[src/rtl/fizzbuzz_formatter.sv]
// fizzbuzz_formatter: turns a captured BCD count into its FizzBuzz text line over a valid/ready byte stream
module fizzbuzz_formatter #(
  parameter int DIGITS = 2,
  parameter bit EOL_EN = 1'b1
) (
  input  logic                  clk,
  input  logic                  rst,
  input  logic                  i_go,
  input  logic [DIGITS*4-1:0]   i_bcd,
  output logic [7:0]            o_data,
  output logic                  o_valid,
  input  logic                  i_ready,
  output logic                  o_busy
);
  localparam int SW = $clog2(DIGITS*9+1);
  localparam int DW = DIGITS > 1 ? $clog2(DIGITS) : 1;
  typedef enum logic [2:0] {IDLE, SEL, WORD, DIG, CR, LF, DONE} state_t;
  state_t state;
  logic [DIGITS*4-1:0] bcd_q;
  logic [1:0] mod3_q, mod3;
  logic div5_q, zero_q, zero;
  logic [DW-1:0] msd_q, msd, didx;
  logic [SW-1:0] sum;
  logic [2:0] widx, wend, t;
  logic xfer, last;
  function automatic logic [7:0] word(input logic [2:0] i);
    return i == 3'd0 ? "F" : i == 3'd1 ? "i" : i == 3'd4 ? "B" : i == 3'd5 ? "u" : "z";
  endfunction
  function automatic logic [7:0] digit(input logic [DIGITS*4-1:0] b, input logic [DW-1:0] i);
    return {4'h3, b[4*i +: 4]};
  endfunction
  // classify the incoming count: digit sum folded mod 3 bit-serially, most significant nonzero digit, all-zero flag
  always_comb begin
    sum = '0;
    msd = '0;
    zero = 1'b1;
    mod3 = '0;
    t = '0;
    for (int k = 0; k < DIGITS; k++) begin
      sum = sum + SW'(i_bcd[4*k +: 4]);
      if (i_bcd[4*k +: 4] != 4'd0) begin
        msd = DW'(k);
        zero = 1'b0;
      end
    end
    for (int k = SW-1; k >= 0; k--) begin
      t = {mod3, sum[k]};
      mod3 = t >= 3'd3 ? 2'(t - 3'd3) : t[1:0];
    end
  end
  assign xfer = o_valid && i_ready;
  assign last = (state == WORD && widx == wend) || (state == DIG && didx == '0);
  // line sequencer: capture, select content, stream bytes, optional CR LF, release
  always_ff @(posedge clk) begin
    if (rst) begin
      state <= IDLE;
      o_data <= '0;
      o_valid <= 1'b0;
      o_busy <= 1'b0;
      bcd_q <= '0;
      mod3_q <= '0;
      div5_q <= 1'b0;
      zero_q <= 1'b0;
      msd_q <= '0;
      widx <= '0;
      wend <= '0;
      didx <= '0;
    end else begin
      case (state)
        IDLE: if (i_go) begin
          bcd_q <= i_bcd;
          mod3_q <= mod3;
          div5_q <= i_bcd[3:0] == 4'd0 || i_bcd[3:0] == 4'd5;
          zero_q <= zero;
          msd_q <= msd;
          o_busy <= 1'b1;
          state <= SEL;
        end
        SEL: begin
          o_valid <= 1'b1;
          if (zero_q || (mod3_q != 2'd0 && !div5_q)) begin
            state <= DIG;
            didx <= msd_q;
            o_data <= digit(bcd_q, msd_q);
          end else begin
            state <= WORD;
            widx <= mod3_q == 2'd0 ? 3'd0 : 3'd4;
            wend <= div5_q ? 3'd7 : 3'd3;
            o_data <= mod3_q == 2'd0 ? "F" : "B";
          end
        end
        WORD, DIG: if (xfer) begin
          if (last && EOL_EN) begin
            state <= CR;
            o_data <= 8'h0D;
          end else if (last) begin
            state <= DONE;
            o_data <= '0;
            o_valid <= 1'b0;
            o_busy <= 1'b0;
          end else if (state == WORD) begin
            widx <= widx + 3'd1;
            o_data <= word(widx + 3'd1);
          end else begin
            didx <= didx - 1'b1;
            o_data <= digit(bcd_q, didx - 1'b1);
          end
        end
        CR: if (xfer) begin
          state <= LF;
          o_data <= 8'h0A;
        end
        LF: if (xfer) begin
          state <= DONE;
          o_data <= '0;
          o_valid <= 1'b0;
          o_busy <= 1'b0;
        end
        DONE: state <= IDLE;
        default: state <= IDLE;
      endcase
    end
  end
endmodule

[config.mk]
export PLATFORM = sky130hd
export DESIGN_NAME = fizzbuzz_formatter
export DESIGN_NICKNAME = d
export VERILOG_FILES = /design/src/rtl/fizzbuzz_formatter.sv
export SDC_FILE = /design/constraint.sdc
export NUM_CORES = 1
export LEC_CHECK = 0
export ABC_AREA = 1
export CAP_MARGIN = 25
export CORE_MARGIN = 3
export CORE_UTILIZATION = 35
export CTS_CLUSTER_SIZE = 25
export DETAILED_ROUTE_END_ITERATION = 12
export RECOVER_POWER = 25
export SKIP_LAST_GASP = 1
export SLEW_MARGIN = 5
export SYNTH_ARGS = -nofsm -noshare
export SYNTH_HDL_FRONTEND = slang
export SYNTH_SLANG_ARGS = --single-unit
[constraint.sdc]
create_clock -name clk -period 7.7 [get_ports clk]
set_input_delay 1.54 -clock clk [delete_from_list [all_inputs] [get_ports clk]]
set_output_delay 1.54 -clock clk [all_outputs]
set_load 0.005 [all_outputs]
==> impl_metrics.json <==
{
  "outcome": "complete, no violations",
  "crit_path_end_kind": "flop",
  "reg2reg_from": "state[2]",
  "yosys.area.top_type_share_pct": 30.0,
  "syn_avg_cell_area_um2": 7.12,
  "synth_fp_nets": 319,
  "cts_tree": "built",
  "max_clock_freq_ghz": 0.206,
  "drtIter0Drc": 110,
  "crit_path_top_delay_cell": "clkdlybuf4s50_1",
  "yosysMostFrequentCell": "nand2_1",
  "hold_buffers": 0,
  "wirelength_um": 4930,
  "drive_gt1_share_pct": 12.5,
  "final_max_slew_viol_count": 0,
  "die_w_um": 82.9,
  "crit_chain": "clkdlybuf4s50_1 > ha_1 > fa_1 > xor2_1 > ha_1 > nor2_1 > nand2_1 > nand2_1 > nand2_2 > ha_1 > inv_1 > nand2_1 > nor2_4 > nand2_2 > nand2_1 > nand2_2 > inv_1 > ha_1 > inv_1 > and2_4 > nand3_4 > nand2_2 > nand2_2 > a21oi_2",
  "reg2reg_depth": 9,
  "io_buffers": 20,
  "synthCells": 291,
  "slew_headroom_pct": 56.1,
  "ys_ff_latch": 31,
  "period_needed_ns": 4.86,
  "rows": 27,
  "worst_ir_drop_vdd_v": 0.0000930,
  "grt_pass1_vias": 1841,
  "fin_crit_sh_pct": 63.1,
  "crit_path_start_kind": "input pin",
  "wl_per_cell_um": 12.8,
  "via_per_inst": 5.02,
  "grt_usage_pct": 15.4,
  "yosysSeqAreaShare_pct": 30.0,
  "synth_flop_cell": "dfxtp_1",
  "ys_warn_count": 0,
  "nets": 339,
  "total_power_w": 0.000755,
  "r2r-end": "o_data[4]",
  "syn2layout_area_growth_pct": 16.1,
  "path_class": "input pin to flop",
  "ant_nets": 0,
  "p_per_area_nw_per_um2": 314,
  "reg2reg_setup_slack_ns": 5.54,
  "holdCritStartpoint": "o_data[4]",
  "cp_top_family": "simple AND/OR/NAND/NOR gates",
  "antenna_found_initial": 0,
  "max_stage_delay_ns": 0.47,
  "postCtsSetupBuffers": 0,
  "critPathArrivalTime_ns": 5.00,
  "clock_latency_ns": 0.28,
  "ys_top_cells_by_area": "dfxtp_1, nand2_1, ha_1, a21oi_1, o21ai_0",
  "cp_max_fo": 5,
  "netlist_top_cells_count": "nand2_1, a21oi_1, inv_1",
  "grt_max_degree": 20,
  "die_area_um2": 6880,
  "cts_buffers": 5,
  "path_clk_slew_ns": 0.07,
  "placed_cells": 376,
  "fin_area_um2": 2410,
  "gp_congestion": 0.900,
  "ios": 22,
  "synth.cell_area_um2": 2070,
  "start_util_pct": 36.9,
  "tns_ns": 0,
  "p_leak_nw": 1.06,
  "min_to": "o_data[4]",
  "ys_types": 39,
  "hold_depth": 2,
  "cts_resized": 0,
  "overflow": 0,
  "ys_async_sr_fraction_pct": 0,
  "hold_viol": 0,
  "placed_area_um2": 2330,
  "finalSetupViolations": 0,
  "crit_top_cell": "nand2_2",
  "cp.required_ns": 7.85,
  "drv_cap": 0,
  "seq_area_um2": 621,
  "via_count": 1926,
  "hold_path_class": "flop to flop",
  "layoutNonFillerInstCount": 384,
  "synth-edff-count": 0,
  "die_h_um": 82.9,
  "tightest_slew_ns": 0.657,
  "n_fill_cell": 628,
  "dr.pass1.iters": 4,
  "skew_ns": 0.00596,
  "multiInputGateArea_um2": 1260,
  "root_buffer": "clkbuf_8",
  "clkSinkCount": 31,
  "finalWorstSetupSlack_ns": 2.84,
  "dp_hpwl_um": 3820,
  "n_antenna_cell": 0,
  "pre_cts_slack_ns": 2.54,
  "clockBufferDepth": 2,
  "drc": 0,
  "crit_buf_inv": 4,
  "htreeDepth": 2,
  "grt_pass1_wl_um": 8750,
  "rsz0062_at_grt": "no",
  "core_um2": 5610,
  "synth_area_leader_cell": "dfxtp_1"
}
[state kept, by name, summed over array words and instances, names as in the netlist, 2 cells and up]
signal / flops
bcd_q: 8
o_data: 7
state: 3
widx: 3
mod3_q: 2
wend: 2
[worst max path at each step]
stage / to / from / cells past startpoint
final: mod3_q[0] / i_bcd[0] / 24
after global routing: mod3_q[1] / i_bcd[0] / 22
after CTS: mod3_q[0] / i_bcd[0] / 24
after detailed placement: mod3_q[0] / i_bcd[0] / 24
after global placement: mod3_q[0] / i_bcd[0] / 24
after floorplan: mod3_q[0] / i_bcd[0] / 23
[worst min-delay path, stage by stage (launching register included)]
cell and delay [ns]:
dfxtp_1 0.31, nand2_1 0.06, a21oi_1 0.05
[placed cells by master, fill, tap and decap left out, types with 3 or more instances in the layout]
cell type         n
a21oi_1          33
a21oi_2           3
a31oi_1           3
clkbuf_8          5
clkdlybuf4s50_1  11
dfxtp_1          31
dlygate4sd3_1     9
ha_1             15
inv_1            33
inv_2             8
nand2_1          53
nand2_2           7
nand3_1           9
nand3_2           8
nand4_1           3
nor2_1           19
o211ai_1          5
o21ai_0          28
[cell type report]
type / count / area share (%)
multi-input cells: 212 / 52.4
clock inverters: 1 / 0.208
repair buffers: 20 / 8.32
clock buffers: 7 / 3.17
inverters: 41 / 6.40
flip-flops and latches: 31 / 25.8
well taps: 72 / 3.74
[report_power, final]
part           total [W]  internal (W)  switching, W  leakage, nW
registers       0.000241      0.000207     0.0000339        0.255
clock network   0.000123     0.0000633     0.0000598       0.0422
logic           0.000390      0.000146      0.000244        0.765
[per-layer routing]
metal | vias to the layer above | global-route usage (%) | part of all wire, %
met1 | 866 | 19.9 | 48
met5 | - | 0 | 0
met3 | 8 | 2.88 | 3.0
met2 | 36 | 24.7 | 46
met4 | 0 | 7.13 | 2.4
li1 | 1016 | - | -
[cell families (layout without fill, tap and decap cells)]
logic type | Yosys count | in the layout | share of synthesized area [%]
other | 1 | 1 | 0.181
AO/OA/AOI/OAI | 83 | 83 | 22.8
XOR/XNOR | 3 | 3 | 1.27
AND/OR/NAND/NOR | 109 | 109 | 26.7
buffers and inverters | 48 | 69 | 9.12
adder cells (fa/ha/maj) | 16 | 16 | 10.0
flip-flops | 31 | 31 | 30.0
[per-stage QoR]
step | hold WS [ns] | utilization, %
2_1_floorplan | 0.441 | -
4_1_cts | 0.469 | 42.9
3_5_place_dp | 0.458 | 41.5
6_report | 0.462 | 42.9
5_1_grt | 0.500 | 42.9
3_3_place_gp | 0.455 | 41.5
No activity file was read; power rests on OpenSTA's default activity.
